===== src/rtl/mq_interval_update.sv =====
// rtl/mq_interval_update.sv - MQ coder interval update, renormalisation and byte-out stage
// Holds the A/C/CT/B coder registers and the per-context {index, MPS} table.
module mq_interval_update #(
  parameter int NUM_CX = 19
) (
  input  logic        clk,
  input  logic        rst_n,
  input  logic        start,
  input  logic        in_valid,
  output logic        in_ready,
  input  logic [4:0]  CX_in,
  input  logic [15:0] Qe_value,
  input  logic [5:0]  NMPS,
  input  logic [5:0]  NLPS,
  input  logic [3:0]  LZ0,
  input  logic [5:0]  QeIndex_forward,
  input  logic        MPS_coding,
  input  logic        MPS_update,
  input  logic [4:0]  rd_cx,
  output logic [5:0]  rd_index,
  output logic        rd_mps,
  output logic [5:0]  SelIndex_IU,
  output logic        MPS_update_IU,
  output logic [4:0]  CX_IU,
  output logic        valid_IU,
  output logic        byte_valid,
  output logic [7:0]  byte_out,
  output logic [15:0] A_reg,
  output logic [27:0] C_reg,
  output logic [3:0]  CT_reg,
  output logic [7:0]  B_reg
);

  typedef enum logic [1:0] {S_IDLE, S_SHIFT, S_BYTEOUT} state_t;

  localparam logic [4:0] CX_LIMIT = 5'(NUM_CX);

  function automatic logic [NUM_CX-1:0][6:0] tbl_init();
    tbl_init     = '0;
    tbl_init[0]  = {6'd4, 1'b0};
    tbl_init[17] = {6'd46, 1'b0};
    tbl_init[18] = {6'd3, 1'b0};
  endfunction

  localparam logic [NUM_CX-1:0][6:0] TBL_INIT = tbl_init();

  function automatic logic [3:0] lzc16(input logic [15:0] v);
    lzc16 = 4'd15;
    for (int i = 0; i < 16; i++) begin
      if (v[i]) lzc16 = 4'(15 - i);
    end
  endfunction

  state_t                   r_state;
  logic [15:0]              r_a;
  logic [27:0]              r_c;
  logic [3:0]               r_ct;
  logic [7:0]               r_b;
  logic                     r_first;
  logic [3:0]               r_rem;
  logic [NUM_CX-1:0][6:0]   r_tbl;
  logic [5:0]               r_sel_index;
  logic                     r_sel_mps;
  logic [4:0]               r_cx_iu;
  logic                     r_valid_iu;
  logic                     r_byte_valid;
  logic [7:0]               r_byte_out;

  logic [15:0] w_an;
  logic [15:0] w_new_a;
  logic [27:0] w_new_c;
  logic [5:0]  w_new_idx;
  logic [3:0]  w_n;
  logic [3:0]  w_s;
  logic [3:0]  w_ct_s;
  logic [3:0]  w_rem_s;
  logic [7:0]  w_b_inc;
  logic [27:0] w_c_clr;
  logic [7:0]  w_emit;
  logic [7:0]  w_bo_b;
  logic [27:0] w_bo_c;
  logic [3:0]  w_bo_ct;
  logic [6:0]  w_rd_ent;
  logic        w_unused;

  // LZ0 is carried for the upstream interface only; the shift count comes from the new A.
  assign w_unused = ^LZ0;

  assign w_an = r_a - Qe_value;

  always_comb begin
    w_new_a   = r_a;
    w_new_c   = r_c;
    w_new_idx = QeIndex_forward;
    if (MPS_coding) begin
      if (w_an[15]) begin
        w_new_a = w_an;
        w_new_c = r_c + {12'd0, Qe_value};
      end else begin
        w_new_idx = NMPS;
        if (w_an < Qe_value) begin
          w_new_a = Qe_value;
        end else begin
          w_new_a = w_an;
          w_new_c = r_c + {12'd0, Qe_value};
        end
      end
    end else begin
      w_new_idx = NLPS;
      if (w_an < Qe_value) begin
        w_new_a = w_an;
        w_new_c = r_c + {12'd0, Qe_value};
      end else begin
        w_new_a = Qe_value;
      end
    end
  end

  assign w_n     = lzc16(w_new_a);
  assign w_s     = (r_rem < r_ct) ? r_rem : r_ct;
  assign w_ct_s  = r_ct - w_s;
  assign w_rem_s = r_rem - w_s;

  // Carry into B: the incremented byte is the one emitted, and C loses its carry bit.
  assign w_b_inc = r_b + 8'd1;
  assign w_c_clr = {1'b0, r_c[26:0]};

  always_comb begin
    w_emit  = r_b;
    w_bo_b  = r_c[26:19];
    w_bo_c  = r_c & 28'h007FFFF;
    w_bo_ct = 4'd8;
    if (r_b == 8'hFF) begin
      w_bo_b  = r_c[27:20];
      w_bo_c  = r_c & 28'h00FFFFF;
      w_bo_ct = 4'd7;
    end else if (r_c[27]) begin
      w_emit = w_b_inc;
      if (w_b_inc == 8'hFF) begin
        w_bo_b  = w_c_clr[27:20];
        w_bo_c  = w_c_clr & 28'h00FFFFF;
        w_bo_ct = 4'd7;
      end else begin
        w_bo_b  = w_c_clr[26:19];
        w_bo_c  = w_c_clr & 28'h007FFFF;
        w_bo_ct = 4'd8;
      end
    end
  end

  always_ff @(posedge clk) begin
    if (!rst_n || (start && r_state == S_IDLE)) begin
      r_state      <= S_IDLE;
      r_a          <= 16'h8000;
      r_c          <= '0;
      r_ct         <= 4'd12;
      r_b          <= '0;
      r_first      <= 1'b1;
      r_rem        <= '0;
      r_tbl        <= TBL_INIT;
      r_sel_index  <= '0;
      r_sel_mps    <= 1'b0;
      r_cx_iu      <= '0;
      r_valid_iu   <= 1'b0;
      r_byte_valid <= 1'b0;
      r_byte_out   <= '0;
    end else begin
      r_valid_iu   <= 1'b0;
      r_byte_valid <= 1'b0;
      case (r_state)
        S_IDLE: begin
          if (in_valid) begin
            r_a         <= w_new_a;
            r_c         <= w_new_c;
            if (CX_in < CX_LIMIT) r_tbl[CX_in] <= {w_new_idx, MPS_update};
            r_sel_index <= w_new_idx;
            r_sel_mps   <= MPS_update;
            r_cx_iu     <= CX_in;
            r_valid_iu  <= 1'b1;
            if (w_n != 4'd0) begin
              r_rem   <= w_n;
              r_state <= S_SHIFT;
            end
          end
        end
        S_SHIFT: begin
          r_a   <= r_a << w_s;
          r_c   <= r_c << w_s;
          r_ct  <= w_ct_s;
          r_rem <= w_rem_s;
          if (w_ct_s == 4'd0)       r_state <= S_BYTEOUT;
          else if (w_rem_s == 4'd0) r_state <= S_IDLE;
        end
        S_BYTEOUT: begin
          r_b  <= w_bo_b;
          r_c  <= w_bo_c;
          r_ct <= w_bo_ct;
          // The very first byte-out only primes B; nothing real has been coded into it yet.
          if (r_first) begin
            r_first <= 1'b0;
          end else begin
            r_byte_valid <= 1'b1;
            r_byte_out   <= w_emit;
          end
          r_state <= (r_rem == 4'd0) ? S_IDLE : S_SHIFT;
        end
        default: r_state <= S_IDLE;
      endcase
    end
  end

  assign w_rd_ent      = (rd_cx < CX_LIMIT) ? r_tbl[rd_cx] : 7'd0;
  assign rd_index      = w_rd_ent[6:1];
  assign rd_mps        = w_rd_ent[0];
  assign in_ready      = (r_state == S_IDLE);
  assign SelIndex_IU   = r_sel_index;
  assign MPS_update_IU = r_sel_mps;
  assign CX_IU         = r_cx_iu;
  assign valid_IU      = r_valid_iu;
  assign byte_valid    = r_byte_valid;
  assign byte_out      = r_byte_out;
  assign A_reg         = r_a;
  assign C_reg         = r_c;
  assign CT_reg        = r_ct;
  assign B_reg         = r_b;

endmodule


===== config.mk =====
export PLATFORM = sky130hd
export DESIGN_NAME = mq_interval_update
export DESIGN_NICKNAME = d
export VERILOG_FILES = /design/src/rtl/mq_interval_update.sv
export SDC_FILE = /design/constraint.sdc
export NUM_CORES = 1
export LEC_CHECK = 0
export BUFFER_PORTS_ARGS = -buffer_cell sky130_fd_sc_hd__buf_2
export CORE_MARGIN = 2
export CORE_UTILIZATION = 55
export CTS_CLUSTER_DIAMETER = 100
export CTS_CLUSTER_SIZE = 14
export DETAILED_ROUTE_END_ITERATION = 10
export PLACE_DENSITY = 0.84
export SLEW_MARGIN = 15
export SYNTH_ARGS = -nofsm -noshare
export SYNTH_HDL_FRONTEND = slang
export SYNTH_SLANG_ARGS = --single-unit

===== constraint.sdc =====
create_clock -name clk -period 6.5 [get_ports clk]
set_clock_uncertainty 0.1 [all_clocks]
set_input_delay 1.3 -clock clk [delete_from_list [all_inputs] [get_ports clk]]
set_output_delay 1.3 -clock clk [all_outputs]
set_load 0.005 [all_outputs]

## Word-level counts from Yosys, hierarchy flattened

Cells that the tools add are included.

- Shift operators: 2
- Bitwise gates (word level): 3
- $lt $le $gt $ge: 7
- Equal/unequal tests: 11
- $add $sub $neg: 5
- Mux-type cells: 59
- Reductions and logical operators: 23

Operators with widths:

| kind | count |
|---|---|
| 2-to-1 mux 28 bit | 5 |
| bitwise mux 133 bit | 1 |
| one-hot mux 28 bit (3 select lines) | 1 |
| 2-to-1 mux 16 bit | 5 |
| 2-to-1 mux 4 bit | 20 |
| 2-to-1 mux 20 bit | 3 |
| 2-to-1 mux 8 bit | 5 |
| binary-select mux 7 bit (select 5 bit) | 1 |
| demux 7 bit (select 5 bit) | 1 |
| one-hot mux 16 bit (2 select lines) | 1 |
| adder 28 x 16 -> 28 bit | 1 |
| << shifter 28 x 4 -> 28 bit | 1 |
| 2-to-1 mux 7 bit | 3 |
| == test 8 bit, second input constant | 2 |
| less-than comparator 16 bit | 1 |
| one-hot mux 4 bit (2 select lines) | 2 |
| << shifter 16 x 4 -> 16 bit | 1 |
| subtractor 16 bit | 1 |
| logical NOT 4 bit | 3 |
| less-than comparator 5 x 6 -> 1 bit, second input constant | 2 |
| 2-to-1 mux 6 bit | 2 |
| less-than comparator 5 bit, second input constant | 2 |
| AND reduction 3 bit | 3 |
| adder 8 x 1 -> 8 bit, second input constant | 1 |
| 26 further kinds | 42 |

- Register bits after elaboration: 218
- Output and inout bits: 86

## Logic depth before layout (Yosys ltp)

Gate-level depths: netlist of run 1.

- Depth after elaboration: 24
- Mapped depth: 22
- Gate-level depth less buffers: 20

## Least setup slack after synthesis of run 1

OpenSTA, ideal clock, no wires.

- Kind: input-to-reg
- Start: input Qe_value[0]
- End: register r_rem[2]
- Path buffers: 0
- Arrival: 5.279 ns
- Stages: 18
- Path slack: 0.984 ns
- Data required time: 6.263 ns
- Cells stage by stage: ha_1 > inv_1 > fa_1 > a211oi_1 > o21ai_0 > a41o_1 > o311ai_2 > ha_1 > nand2_1 > or2_2 > o21ai_0 > o31ai_1 > nand2_1 > o21ai_2 > mux2_2 > a211o_1 > a21oi_1 > a21oi_1

- Cells in the longest elaborated chain, start to end: 23
- Elaborated cells on any way between the ends: 27

Ends and longest elaborated chain:

| element | RTL line | text |
|---|---|---|
| start, declared | 12 | `input logic [15:0] Qe_value,` |
| subtractor 16 bit | 89 | `assign w_an = r_a - Qe_value;` |
| less-than comparator 16 bit | 101, 110 |  |
| 2-to-1 mux 16 bit | 101 | `if (w_an < Qe_value) begin` |
| 2-to-1 mux 16 bit | 96 | `if (w_an[15]) begin` |
| 2-to-1 mux 16 bit (*) | 95 | `if (MPS_coding) begin` |
| 2-to-1 mux 1 bit | 50 | `if (v[i]) lzc16 = 4'(15 - i);` |
| 2-to-1 mux 4 bit (13 in series) | 50 |  |
| 2-to-1 mux 4 bit (*) | 50 |  |
| nonzero test 4 bit | 180 | `if (w_n != 4'd0) begin` |
| inequality test 2 x 1 -> 1 bit (no line) | n/a |  |
| AND reduction 3 bit (no line) | n/a |  |
| end signal, assigned | 181 | `r_rem <= w_n;` |
| end signal, assigned | 190 | `r_rem <= w_rem_s;` |
| end, declared | 60 | `logic [3:0] r_rem;` |

Mark *: on every way between the ends. The rest lies on a longest branch, timed or not. The select of a mux whose other input is x is not followed.
A chain may end at the register's enable or synchronous reset.

## Final worst setup path of run 1

- Start: input Qe_value[0]
- End: register r_rem[0]

- Cells in the longest elaborated chain, start to end: 23
- Elaborated cells on any way between the ends: 27

Ends and longest elaborated chain:

| element | RTL line |
|---|---|
| subtractor 16 bit | 89 |
| less-than comparator 16 bit | 101, 110 |
| 2-to-1 mux 16 bit | 101 |
| 2-to-1 mux 16 bit | 96 |
| 2-to-1 mux 16 bit (*) | 95 |
| 2-to-1 mux 1 bit | 50 |
| 2-to-1 mux 4 bit (13 in series) | 50 |
| 2-to-1 mux 4 bit (*) | 50 |
| nonzero test 4 bit / 2-to-1 mux 4 bit (equally long branches) | 180 |
| inequality test 2 x 1 -> 1 bit (no line) / 2-to-1 mux 4 bit (equally long branches) | n/a |
| AND reduction 3 bit (no line) / one-hot mux 4 bit (2 select lines) (equally long branches) | n/a |

Marked as above.

==> results of run 1 <==
-- area by class of cell --
class / count / area (um^2) / area share, %
Clock buffer: 19 / 475 / 3.01
Clock inverter: 3 / 18.8 / 0.119
Inverter: 59 / 221 / 1.40
Multi-Input combinational cell: 1326 / 9390 / 59.4
Sequential cell: 218 / 4360 / 27.6
Tap cell: 335 / 419 / 2.65
Timing Repair Buffer: 167 / 928 / 5.87
-- kinds of logic after synthesis --
logic type,count (synthesis),share of synthesized area (%)
AND/OR/NAND/NOR,574,17.4
AO/OA/AOI/OAI,389,17.7
multiplexers,262,21.7
flip-flops,218,30.2
buffers and inverters,174,4.89
adder cells (fa/ha/maj),68,6.10
XOR/XNOR,33,2.00
-- worst max-delay path: cells and delay by family --
family	cells	cell delay, ps
adders and majority gates	3	910
buffers and inverters	2	170
muxes	1	400
and+or+nand+nor	2	210
AOI/OAI and AO/OA	11	3020
-- report_power, final --
part,internal (mW),switching (mW),total [mW],leakage [nW]
Clock,0.523,0.494,1.02,0.246
Sequential,1.37,0.0438,1.41,1.76
Combinational,0.406,0.651,1.06,4.85
-- through the flow --
step	area [um^2]	utilization [%]	hold WS [ps]	worst slack, ps
6_report	15800	61.0	356	722
5_1_grt	15800	61.0	376	449
4_1_cts	15800	61.0	355	754
3_5_place_dp	15300	59.1	346	238
3_3_place_gp	15300	59.1	339	334
2_1_floorplan	14500	-	327	984
-- how the worst max path moves through the flow --
| stage | start | end | slack (ps) | cells past startpoint |
|---|---|---|---|---|
| 2_1_floorplan | Qe_value[0] | r_rem[2] | 980 | 18 |
| 3_3_place_gp | Qe_value[0] | r_rem[0] | 330 | 19 |
| 3_5_place_dp | Qe_value[0] | r_rem[0] | 240 | 19 |
| 4_1_cts | Qe_value[0] | r_rem[0] | 750 | 19 |
| 5_1_grt | Qe_value[0] | C_reg[17] | 450 | 21 |
| 6_report | Qe_value[0] | r_rem[0] | 720 | 19 |
-- Yosys cell counts (6+ instances only) --
master	instances
a211o_1	7
a211oi_1	27
a21o_1	17
a21oi_1	140
a22oi_1	6
a311oi_1	6
a31oi_1	12
and2_1	9
and3_1	15
buf_1	12
buf_2	9
clkbuf_1	85
dfxtp_1	218
ha_1	64
inv_1	57
mux2_2	11
mux2i_1	210
mux4_2	38
nand2_1	204
nand2b_1	14
nand3_1	33
nand4_1	12
nor2_1	213
nor2b_1	9
nor3_1	27
o211ai_1	11
o21a_1	8
o21ai_0	66
o221ai_1	9
o22ai_1	11
o311ai_0	6
or3_1	8
xnor2_1	23
xor2_1	10
-- routing by layer --
| metal | track usage [%] | vias up | wire length, um |
|---|---|---|---|
| met5 | 0 | - | 0 |
| met4 | 11.6 | 0 | 1780 |
| met3 | 3.84 | 132 | 3090 |
| met2 | 51.7 | 622 | 20700 |
| met1 | 37.6 | 6412 | 17100 |
| li1 | - | 6299 | - |
==> results.cfg, run 1 <==
[outcome]
status = complete, no violations

[global_route]
grt_overflow = 0
grt_pass1_vias = 13000
antenna_found_initial = 0
grt_max_degree = 94
track_usage_pct = 29.7
grt_pass1_wl_mm = 67.8

[timing]
final.setup.tns_ps = 0
fin_crit_sh_pct = 88.9
maxSlewViolCount = 0
fmax_mhz = 173
rsz0062_at_grt = false
worstMarginPinSlew_ps = 1160
slew_headroom_pct = 21.3
layout_min_cycle_time_ps = 5780
hold_violations = 0
finalSetupViolations = 0

[yosys]
ys_top_cells_by_area = dfxtp_1 (30%), mux2i_1 (15%), mux4_2 (5.9%)
ys_warn_count = 0
synth_ff_type = dfxtp_1
ys_types = 87
synth-edff-count = 0
seq_area_frac_synth_pct = 30.2
synth_seq_cells = 218
synth_area_um2 = 14500
yosys.area.top_type = dfxtp_1
synth_area_per_cell_um2 = 8.41
syn_inst = 1718
synth_top_cell_area_share_pct = 30.2
synth_nets = 1840
async_flop_share_pct = 0

[route]
drc = 0
ant_nets = 0
wl_per_cell_um = 20.1
drtIter0Drc = 1047
drt-pass1-iter-count = 5
wl_mm = 42.7
route.vias.total = 13500
avgViaCountPerCell = 6.33

[min_path]
hp-class = reg2reg
hold_path_depth = 2
min_from = r_tbl[7]
holdPathEnd = r_tbl[7]

[clock_network]
ctsHoldBuffers = 0
clkTransAtPathRegs_ps = 70
cts_buffer_depth = 3
cts_made_buffers = 19
htreeDepth = 1
cts_setup_buffers = 0
post_cts_resized = 0
cts_tree = done
clock-sinks = 218
clk_latency_ps = 500
cts_root_buf = clkbuf_16

[die]
die_x_um = 166
initial_utilization_pct = 55.8
dieArea_um2 = 27600
core_um2 = 25900
num_rows = 59
ioPinCount = 140
die_height_um = 166

[critical_path]
cpPeakStageDelay_ps = 470
crit_fanout = 5
cp_cell_sequence = buf_2 -> ha_1 -> inv_1 -> fa_1 -> a211oi_1 -> o21ai_0 -> a41o_1 -> o311ai_2 -> ha_1 -> nand2_1 -> or2_2 -> o21ai_0 -> o31ai_1 -> a21o_1 -> o21a_1 -> mux2_2 -> o21a_1 -> o211ai_1 -> a41oi_1
worstRegToRegCells = 19
ff2ff_setup_slack_ps = 1180
required_ps = 6750
critPathKind = in2reg
r2r_start = A_reg[0]
worstPathArrival_ps = 6030
r2r_end = r_rem[0]
end_kind = flip-flop
crit_slowest_cell = o31ai_1
cp-start-kind = primary input

[power_and_ir_drop]
ir_drop_uv = 215
power.density_nw_per_um2 = 220
p_leak_nw = 6.86
total_power_mw = 3.48

[cells_and_area]
fillers = 2182
final_cell_count_no_fill = 2127
area_growth_pct = 9.45
layout_common_cells = dfxtp_1 (218), nor2_1 (213), mux2i_1 (210)
diodes = 0
final_common_cell = dfxtp_1
finalNetCount = 1913
largest_reg_flops = 133
drive_above_1_share_pct = 14.8

[placed_design]
io_buffers = 135
dp.cells = 2105
hpwl_mm = 30.3
routabilityCongestion = 0.923

[run]
cap_violations = 0
(Power assumes the default switching activity.)
==> run 2: changes to the inputs <==
--- a/config.mk
+++ b/config.mk
@@ -6,13 +6,14 @@
 export NUM_CORES = 1
 export LEC_CHECK = 0
 export BUFFER_PORTS_ARGS = -buffer_cell sky130_fd_sc_hd__buf_2
+export CORE_ASPECT_RATIO = 0.6
 export CORE_MARGIN = 2
 export CORE_UTILIZATION = 55
 export CTS_CLUSTER_DIAMETER = 100
 export CTS_CLUSTER_SIZE = 14
 export DETAILED_ROUTE_END_ITERATION = 10
 export PLACE_DENSITY = 0.84
-export SLEW_MARGIN = 15
+export SLEW_MARGIN = 40
 export SYNTH_ARGS = -nofsm -noshare
 export SYNTH_HDL_FRONTEND = slang
 export SYNTH_SLANG_ARGS = --single-unit
==> run 2 against run 1 <==
Compared with the run above: worst hold slack about the same; combinational power about the same; via count rose by 1.5%; non-clock buffer count decreased by 4; wire length increased by 3.5%; maximum frequency is 1.7% lower; critical path type unchanged; largest power group unchanged; highest routed layer unchanged.
==> results.cfg, run 2 (synthesis gave the netlist of run 1 again) <==
[global_route]
antenna_found_initial = 0
grt_util_met1_pct = 47.2
grt_pass1_wl_mm = 68.7
use_met2_pct = 44.1
grt_overflow = 0
globalRouteMet3Util_pct = 10.2
grt_most_used_layer = met1
grt_max_degree = 100
track_usage_pct = 31.5
grt_pass1_vias = 12500

[clock_network]
ctsHoldBuffers = 0
clkTransAtPathRegs_ps = 60
clk_latency_ps = 520
cts_setup_buffers = 0
cts_buffer_depth = 3
post_cts_resized = 0
cts_tree = done
cts_made_buffers = 19
clock-sinks = 218
htreeDepth = 1
cts_root_buf = clkbuf_16

[cells_and_area]
drive_above_1_share_pct = 15.0
final_common_cell = dfxtp_1
final_area_um2 = 15900
final_cell_count_no_fill = 2139
fin_util_pct = 62.1
layout_common_cells = dfxtp_1 (218), mux2i_1 (210), nor2_1 (209)
diodes = 0
largest_reg_flops = 133
finalNetCount = 1909
area_growth_pct = 9.76

[critical_path]
end_kind = flip-flop
critPathKind = in2reg
cp_cell_sequence = buf_2 -> inv_1 -> ha_1 -> nand2b_1 -> a211oi_4 -> nor2_1 -> or3_1 -> xnor2_1 -> ha_1 -> a21oi_1 -> o21a_1 -> o21ai_0 -> o31ai_1 -> nand2_1 -> o21ai_2 -> buf_4 -> mux2i_1 -> o21a_1 -> o211ai_1 -> a41oi_1
crit_fanout = 11
cp-start-kind = primary input
cpPeakStageDelay_ps = 460
crit_slowest_cell = o21ai_2
worstPathArrival_ps = 6210
required_ps = 6830

[timing]
fin_crit_sh_pct = 90.4
slew_headroom_pct = 45.8
layout_min_cycle_time_ps = 5880
maxSlewViolCount = 0
fmax_mhz = 170
final.setup.tns_ps = 0
worstMarginPinSlew_ps = 807
rsz0062_at_grt = false
layout_setup_ws_ps = 624
hold_violations = 0
finalSetupViolations = 0
holdWs_ps = 356

[route]
drc = 0
avgViaCountPerCell = 6.39
route.vias.total = 13700
drtIter0Drc = 1912
wl_per_cell_um = 20.6
drt-pass1-iter-count = 6
ant_nets = 0
wl_mm = 44.2

[placed_design]
dpl_worst_slack_ps = 261
io_buffers = 135
placed_cell_area_um2 = 15300
routabilityCongestion = 1.04
dp.cells = 2118
hpwl_mm = 32.0

[die]
die_height_um = 130
ioPinCount = 140
num_rows = 45
core_um2 = 25600
initial_utilization_pct = 56.5
dieArea_um2 = 27600
die_x_um = 213

[run]
cap_violations = 0

[power_and_ir_drop]
ir_drop_uv = 144
power.density_nw_per_um2 = 221
total_power_mw = 3.50
p_leak_nw = 6.84

[min_path]
hp-class = reg2reg

[outcome]
status = complete, no violations
==> run 2: changes by cell type in the layout (fill, tap and decap cells not counted), sizes merged <==
| cell | delta |
|---|---|
| buf | -4 |
| clkinv | -1 |
==> run 2: power by group <==
| group | total [mW] | leakage [nW] | switching, mW | internal (mW) |
|---|---|---|---|---|
| logic | 1.06 | 4.84 | 0.662 | 0.399 |
| clock network | 1.03 | 0.243 | 0.506 | 0.523 |
| registers | 1.42 | 1.76 | 0.0494 | 1.37 |
==> run 2: cell type report <==
cell class | instances | area, um^2
Timing Repair Buffer | 163 | 900
Inverter | 59 | 221
Sequential cell | 218 | 4360
Fill cell | 2255 | 9700
Clock buffer | 19 | 475
Clock inverter | 2 | 17.5
Tap cell | 352 | 440
Multi-Input combinational cell | 1326 | 9440
==> run 2: worst paths after layout <==
kind	endpoint	slack, ps	start	depth (start not counted)
setup / recovery	r_rem[0]	620	Qe_value[1]	20
hold / removal	CX_IU[0]	360	CX_IU[0]	2
setup reg to reg	r_rem[0]	1060	A_reg[0]	19
hold reg to reg	CX_IU[0]	360	CX_IU[0]	2
==> run 2: worst max-delay path, delay by kind of cell <==
kind | cells | cell delay [ps]
AO/OA/AOI/OAI | 9 | 2100
AND/OR/NAND/NOR | 4 | 800
adder cells (fa/ha/maj) | 2 | 700
buffers and inverters | 3 | 570
XOR/XNOR | 1 | 440
multiplexers | 1 | 270
==> run 2: metal layers <==
| layer | up-vias | part of all wire [%] |
|---|---|---|
| met5 | - | 0 |
| met4 | 0 | 1.7 |
| met3 | 76 | 14 |
| met2 | 784 | 40 |
| met1 | 6502 | 45 |
| li1 | 6307 | - |
